## config.mk

```make
export PLATFORM = sky130hd
export DESIGN_NAME = lap_stop_watch
export DESIGN_NICKNAME = d
export VERILOG_FILES = /design/src/rtl/stop_watch_pkg.sv /design/src/rtl/bcd_digit.sv /design/src/rtl/lap_stop_watch.sv
export SDC_FILE = /design/constraint.sdc
export NUM_CORES = 1
export LEC_CHECK = 0
export CAP_MARGIN = 20
export CORE_MARGIN = 5
export CORE_UTILIZATION = 50
export CTS_CLUSTER_SIZE = 20
export DETAILED_ROUTE_END_ITERATION = 10
export PLACE_DENSITY = 0.81
export SETUP_SLACK_MARGIN = 0.2
export SLEW_MARGIN = 15
export SYNTH_ARGS = -nofsm -noshare
export SYNTH_HDL_FRONTEND = slang
export SYNTH_HIERARCHICAL = 1
export SYNTH_SLANG_ARGS = --single-unit
```

## constraint.sdc

```tcl
create_clock -name clk -period 6.2 [get_ports clk]
set_clock_uncertainty 0.15 [all_clocks]
set_input_delay 0.62 -clock clk [delete_from_list [all_inputs] [get_ports clk]]
set_output_delay 0.62 -clock clk [all_outputs]
set_load 0.02 [all_outputs]
```

## src/rtl/stop_watch_pkg.sv

```systemverilog
// rtl/stop_watch_pkg.sv - shared types and helpers for lap_stop_watch
package stop_watch_pkg;

    typedef enum logic [1:0] {
        IDLE  = 2'd0,
        RUN   = 2'd1,
        PAUSE = 2'd2,
        DONE  = 2'd3
    } sw_state_e;

    typedef logic [3:0] bcd_t;

    // Prescaler width; a divider of 2 still needs one bit
    function automatic int div_width(input int div);
        return (div < 2) ? 1 : $clog2(div);
    endfunction

    // A non-BCD nibble saturates to 9
    function automatic bcd_t clamp_nib(input bcd_t n);
        return (n > 4'd9) ? 4'd9 : n;
    endfunction

endpackage

```

## src/rtl/bcd_digit.sv

```systemverilog
// rtl/bcd_digit.sv - one up/down BCD digit with carry/borrow out
module bcd_digit
    import stop_watch_pkg::*;
#(
    parameter int MAX = 9
) (
    input  logic clk,
    input  logic rst_n,
    input  logic en,
    input  logic up,
    input  logic load,
    input  logic clr,
    input  bcd_t load_val,
    output bcd_t value,
    output logic carry
);

    localparam bcd_t MAX_V = bcd_t'(MAX);

    // Carry when stepping up past MAX, borrow when stepping down past 0
    assign carry = en && (up ? (value == MAX_V) : (value == 4'd0));

    // Digit register: clear beats load beats count
    always_ff @(posedge clk) begin
        if (!rst_n || clr) begin
            value <= 4'd0;
        end else if (load) begin
            value <= load_val;
        end else if (en) begin
            if (up) value <= (value == MAX_V) ? 4'd0 : value + 4'd1;
            else    value <= (value == 4'd0) ? MAX_V : value - 4'd1;
        end
    end

endmodule

```

## src/rtl/lap_stop_watch.sv

```systemverilog
// rtl/lap_stop_watch.sv - MM:SS.hh up/down stop watch, optional lap capture (LAP_EN)
module lap_stop_watch
    import stop_watch_pkg::*;
#(
    parameter int CLK_HZ  = 50_000_000,
    parameter int MAX_MIN = 59
) (
    input  logic        clk,
    input  logic        rst_n,
    input  logic        i_start_pause,
    input  logic        i_stop,
    input  logic        i_mode,
    input  logic        i_load,
    input  logic [7:0]  i_preset_m,
    input  logic [7:0]  i_preset_s,
`ifdef LAP_EN
    input  logic        i_lap,
    output logic [23:0] o_lap,
    output logic [3:0]  o_lap_cnt,
`endif
    output logic [3:0]  t_ms0,
    output logic [3:0]  t_ms1,
    output logic [3:0]  t_s0,
    output logic [3:0]  t_s1,
    output logic [3:0]  t_m0,
    output logic [3:0]  t_m1,
    output logic [1:0]  o_state,
    output logic        o_ovf,
    output logic        o_done
);

    localparam int             DIV      = CLK_HZ / 100;
    localparam int             PW       = div_width(DIV);
    localparam logic [PW-1:0]  DIV_LAST = PW'(DIV - 1);
    localparam bcd_t           MAX_M1   = bcd_t'(MAX_MIN / 10);
    localparam bcd_t           MAX_M0   = bcd_t'(MAX_MIN % 10);
    localparam logic [6:0]     MAX_BIN  = 7'(MAX_MIN);
    localparam logic [23:0]    MAX_TIME = {MAX_M1, MAX_M0, 4'd5, 4'd9, 4'd9, 4'd9};

    sw_state_e      state_q, state_d;
    logic           mode_q;
    logic [PW-1:0]  presc_q;
    logic           tick, clr_all, presc_clr, do_load, set_done, hit_zero;
    logic           wrap_up, dig_clr;
    bcd_t           dig    [6];
    bcd_t           ld_val [6];
    logic [6:0]     en_c;
    logic [23:0]    cur_time;
    bcd_t           s_t, s_u, m_t, m_u;
    logic [6:0]     m_bin;
`ifdef LAP_EN
    logic           do_lap;
`endif

    assign cur_time = {dig[5], dig[4], dig[3], dig[2], dig[1], dig[0]};
    assign tick     = (state_q == RUN) && (presc_q == DIV_LAST);
    assign wrap_up  = tick && !mode_q && (cur_time == MAX_TIME);
    assign hit_zero = tick && mode_q && (cur_time == 24'h000001);
    assign dig_clr  = clr_all || wrap_up;

    // Next state and control strobes; i_stop > i_start_pause > i_lap > i_load
    always_comb begin
        state_d   = state_q;
        clr_all   = 1'b0;
        presc_clr = 1'b0;
        do_load   = 1'b0;
        set_done  = 1'b0;
`ifdef LAP_EN
        do_lap    = 1'b0;
`endif
        case (state_q)
            IDLE: begin
                if (i_stop) begin
                    clr_all = 1'b1;
                end else if (i_start_pause) begin
                    presc_clr = 1'b1;
                    if (i_mode && (cur_time == 24'h0)) begin
                        state_d  = DONE;
                        set_done = 1'b1;
                    end else begin
                        state_d = RUN;
                    end
                end else if (i_load) begin
                    do_load = 1'b1;
                end
            end
            RUN, PAUSE: begin
                if (i_stop) begin
                    state_d = IDLE;
                    clr_all = 1'b1;
                end else begin
                    if (i_start_pause) state_d = (state_q == RUN) ? PAUSE : RUN;
`ifdef LAP_EN
                    else if (i_lap) do_lap = 1'b1;
`endif
                    if (hit_zero) begin
                        state_d  = DONE;
                        set_done = 1'b1;
                    end
                end
            end
            default: begin
                if (i_stop) begin
                    state_d = IDLE;
                    clr_all = 1'b1;
                end
            end
        endcase
    end

    // Preset clamping: nibbles to 9 first, then seconds to 59 and minutes to MAX_MIN
    always_comb begin
        s_t = clamp_nib(i_preset_s[7:4]);
        s_u = clamp_nib(i_preset_s[3:0]);
        if (s_t > 4'd5) begin
            s_t = 4'd5;
            s_u = 4'd9;
        end
        m_t   = clamp_nib(i_preset_m[7:4]);
        m_u   = clamp_nib(i_preset_m[3:0]);
        m_bin = 7'(m_t) * 7'd10 + 7'(m_u);
        if (m_bin > MAX_BIN) begin
            m_t = MAX_M1;
            m_u = MAX_M0;
        end
        ld_val[0] = 4'd0;
        ld_val[1] = 4'd0;
        ld_val[2] = s_u;
        ld_val[3] = s_t;
        ld_val[4] = m_u;
        ld_val[5] = m_t;
    end

    // State register
    always_ff @(posedge clk) begin
        if (!rst_n) state_q <= IDLE;
        else        state_q <= state_d;
    end

    // Direction is only picked up while idle
    always_ff @(posedge clk) begin
        if (!rst_n)               mode_q <= 1'b0;
        else if (state_q == IDLE) mode_q <= i_mode;
    end

    // 10 ms prescaler; holds its partial count across a pause
    always_ff @(posedge clk) begin
        if (!rst_n || clr_all || presc_clr) presc_q <= '0;
        else if (state_q == RUN)            presc_q <= tick ? '0 : presc_q + 1'b1;
    end

    assign en_c[0] = tick;

    for (genvar i = 0; i < 6; i++) begin : g_digit
        bcd_digit #(.MAX((i == 3) ? 5 : 9)) u_digit (
            .clk      (clk),
            .rst_n    (rst_n),
            .en       (en_c[i]),
            .up       (!mode_q),
            .load     (do_load),
            .clr      (dig_clr),
            .load_val (ld_val[i]),
            .value    (dig[i]),
            .carry    (en_c[i+1])
        );
    end

    // Sticky status flags; a carry out of the top digit is also a wrap
    always_ff @(posedge clk) begin
        if (!rst_n || clr_all) begin
            o_ovf  <= 1'b0;
            o_done <= 1'b0;
        end else begin
            if (wrap_up || (en_c[6] && !mode_q)) o_ovf <= 1'b1;
            if (set_done)                        o_done <= 1'b1;
        end
    end

`ifdef LAP_EN
    // Lap capture of the pre-edge digits, count saturating at 15
    always_ff @(posedge clk) begin
        if (!rst_n || clr_all) begin
            o_lap     <= 24'h0;
            o_lap_cnt <= 4'd0;
        end else if (do_lap) begin
            o_lap <= cur_time;
            if (o_lap_cnt != 4'd15) o_lap_cnt <= o_lap_cnt + 4'd1;
        end
    end
`endif

    assign t_ms0   = dig[0];
    assign t_ms1   = dig[1];
    assign t_s0    = dig[2];
    assign t_s1    = dig[3];
    assign t_m0    = dig[4];
    assign t_m1    = dig[5];
    assign o_state = state_q;

endmodule

```

==> results.py <==
metrics = {
    "logic_synthesis": {
        "ys_warn_count": 6,
        "synth_top_area_share_pct": 24.55,
        "synthArstFlopShare_pct": 0,
        "synth_edf_count": 0,
        "synth_common_cells": "nor2_1, dfxtp_1, a21oi_1",
        "netlist_area_um2": 3914,
        "ys_seq_area_share_pct": 24.55,
        "synth_seq_cells": 48,
        "synthFlopType": "dfxtp_1",
        "synth_area_leaders": "dfxtp_1, nor2_1, xnor2_1",
        "syn_inst": 499,
        "yosys.area.top_type": "dfxtp_1",
        "yosysMostFrequentCell": "nor2_1",
        "synth.distinct_cells": 69,
        "synth.avg_cell_area_um2": 7.843,
    },
    "place": {
        "io_buffers": 49,
        "hpwlAfterDp_um": 6972,
        "gp_routability_congestion": 0.8938,
    },
    "sta": {
        "final-setup-viol-count": 0,
        "hold_slack_ns": 0.3627,
        "tns_ns": 0,
        "rsz0062_at_grt": "no",
        "tightest_slew_ns": 0.9604,
        "clock.fmax_ghz": 0.1976,
        "relSlewSlack_pct": 35.98,
        "fin_crit_ns": 5.060,
        "drv_slew": 0,
        "min_period_over_period_pct": 81.61,
        "hold_viol": 0,
    },
    "global_route": {
        "grt_pass1_wl_um": 16100,
        "grt_max_degree": 61,
        "grt_remaining_overflow": 0,
        "grt_pass1_vias": 3502,
        "grt.total_usage_pct": 19.25,
        "antenna_found_initial": 0,
    },
    "detailed_routing": {
        "drt-pass1-iter-count": 5,
        "drtAntennaViolNets": 0,
        "vias": 3830,
        "routed_wl_um": 9706,
        "dr.first_iter.drc_count": 314,
        "wl_per_cell_um": 15.00,
        "vias_per_cell": 5.920,
        "drc": 0,
    },
    "clock_tree": {
        "clkTransAtPathRegs_ns": 0.10,
        "cts.sinks": 48,
        "cts_tree": "yes",
        "htree_levels": 2,
        "cts_root_buf": "clkbuf_8",
        "clock_latency_ns": 0.31,
        "clk_path_buf_depth": 2,
        "numCtsBuffers": 5,
    },
    "die": {
        "ios": 50,
        "core_area_um2": 7687,
        "die_w_um": 98.48,
        "die_h_um": 98.48,
        "die_area_um2": 9697,
        "rows": 32,
        "start_util_pct": 50.91,
    },
    "setup_path": {
        "cp-end-kind": "flop",
        "cp_cell_sequence": "inv_1 > ha_1 > and4_1 > nand4_1 > inv_1 > nor4b_1 > buf_4 > nor4b_1 > buf_4 > nor4b_1 > buf_4 > inv_1 > a2111oi_2 > nor4b_2 > nand2b_1 > or4_1 > o211ai_2",
        "reg2reg_depth": 17,
        "r2r_slack_ns": 1.14,
        "worstPathArrival_ns": 5.14,
        "r2r_start": "o_state[1]",
        "worstSetupPathType": "flop to flop",
        "crit_required_ns": 6.28,
        "path_max_fanout": 10,
        "max_stage_delay_ns": 0.58,
        "timing.rr.end": "g_digit[5].u_digit/value[3]",
        "start_kind": "flop",
        "cp_slowest_cell": "nor4b_2",
    },
    "final_layout": {
        "area_growth_syn_to_layout_pct": 17.10,
        "fillers": 726,
        "drive_gt1_share_pct": 9.725,
        "regArea_um2": 960.9,
        "fin_nets": 576,
        "multi_input_comb_area_um2": 2775,
        "antenna-diode-count": 0,
    },
    "power_and_ir_drop": {
        "p_leak_uw": 0.001526,
        "power_density_nw_per_um2": 160.3,
        "peakVddDrop_mv": 0.1435,
    },
    "worst_hold_path": {
        "hold_start": "o_done",
        "whs_path_depth": 2,
        "min_to": "o_done",
        "hp-class": "flop to flop",
    },
    "flow_run": {
        "cap_violations": 0,
    },
    "run_status": {
        "status": "finished clean",
    },
}
==> what timing repair did <==
item                       CTS  global route
setup buffers                0             0
hold endpoints to repair     0             0
hold buffers                 0             0
gates resized for setup      0             1
setup endpoints to repair    0             1
==> worst max-delay path: cells and delay by family, from the launching register on <==
family / cells / cell delay (ns)
compound gates: 2 / 0.60
fa+ha+maj: 1 / 0.33
buf+inv: 6 / 1.02
flops: 1 / 0.35
simple gates: 8 / 2.52
==> state kept, by name, indices dropped and copies added (netlist names) <==
signal / cells
presc_q: 19
o_state: 2
o_done: 1
mode_q: 1
o_ovf: 1
g_digit.u_digit/value: 24
==> where the power goes <==
group	switching [uW]	internal, uW
clock	114	122
combinational	98.9	74.2
sequential	12.5	314
==> cell type report <==
type | instances | share of cell area (%)
clock buffers | 5 | 1.502
clock inverters | 3 | 1.037
inverters | 22 | 1.802
multi-input cells | 414 | 60.55
flip-flops and latches | 48 | 20.97
well taps | 102 | 2.785
repair buffers | 53 | 11.36
==> through the flow <==
stage          cells  total power (uW)  util, %  cell area [um^2]  setup WS, ns
3_5_place_dp     639             504.3    58.02              4461        0.9117
6_report         647             734.9    59.62              4583         1.140
5_1_grt          647             771.9    59.62              4583        0.4621
4_1_cts          647             738.7    59.54              4577        0.8910
2_1_floorplan    507             453.9        -              3944        0.5014
3_3_place_gp     639             499.4    58.02              4461         1.275
==> worst max-delay path by stage <==
| stage | cells after the start | to | startpoint |
|---|---|---|---|
| CTS | 17 | g_digit[5].u_digit/value[3] | o_state[1] |
| detailed placement | 17 | g_digit[5].u_digit/value[3] | o_state[1] |
| global route | 17 | g_digit[5].u_digit/value[3] | o_state[1] |
| global placement | 17 | g_digit[5].u_digit/value[3] | o_state[1] |
| floorplan | 12 | g_digit[5].u_digit/value[3] | mode_q |
| finish | 17 | g_digit[5].u_digit/value[3] | o_state[1] |
==> layout by cell type, fill, tap and decap left out, drive strengths merged, types with 12 or more instances in the layout <==
cell	instances
nor2	59
clkdlybuf4s50	49
dfxtp	48
a21oi	39
o21ai	35
nand2b	25
inv	22
nand2	22
xnor2	22
a31oi	19
nor3	19
nor4	17
nor4b	12
==> routing by layer <==
layer / vias up / track usage, % / wire (um)
li1: 1906 / - / -
met1: 1802 / 24.84 / 4278
met2: 103 / 33.44 / 4859
met3: 19 / 3.114 / 429
met4: 0 / 5.042 / 138
met5: - / 0 / 0
==> cells by family (layout without fill, tap and decap cells) <==
logic type	Yosys count	count (layout)	share of synthesized area, %
simple gates	231	231	36.89
compound gates	126	126	20.75
flops	48	48	24.55
buf+inv	45	83	5.499
xor+xnor	33	33	7.577
fa+ha+maj	11	11	3.740
mux	3	3	0.7992
other cells	2	10	0.1919
(Power assumes the default switching activity.)
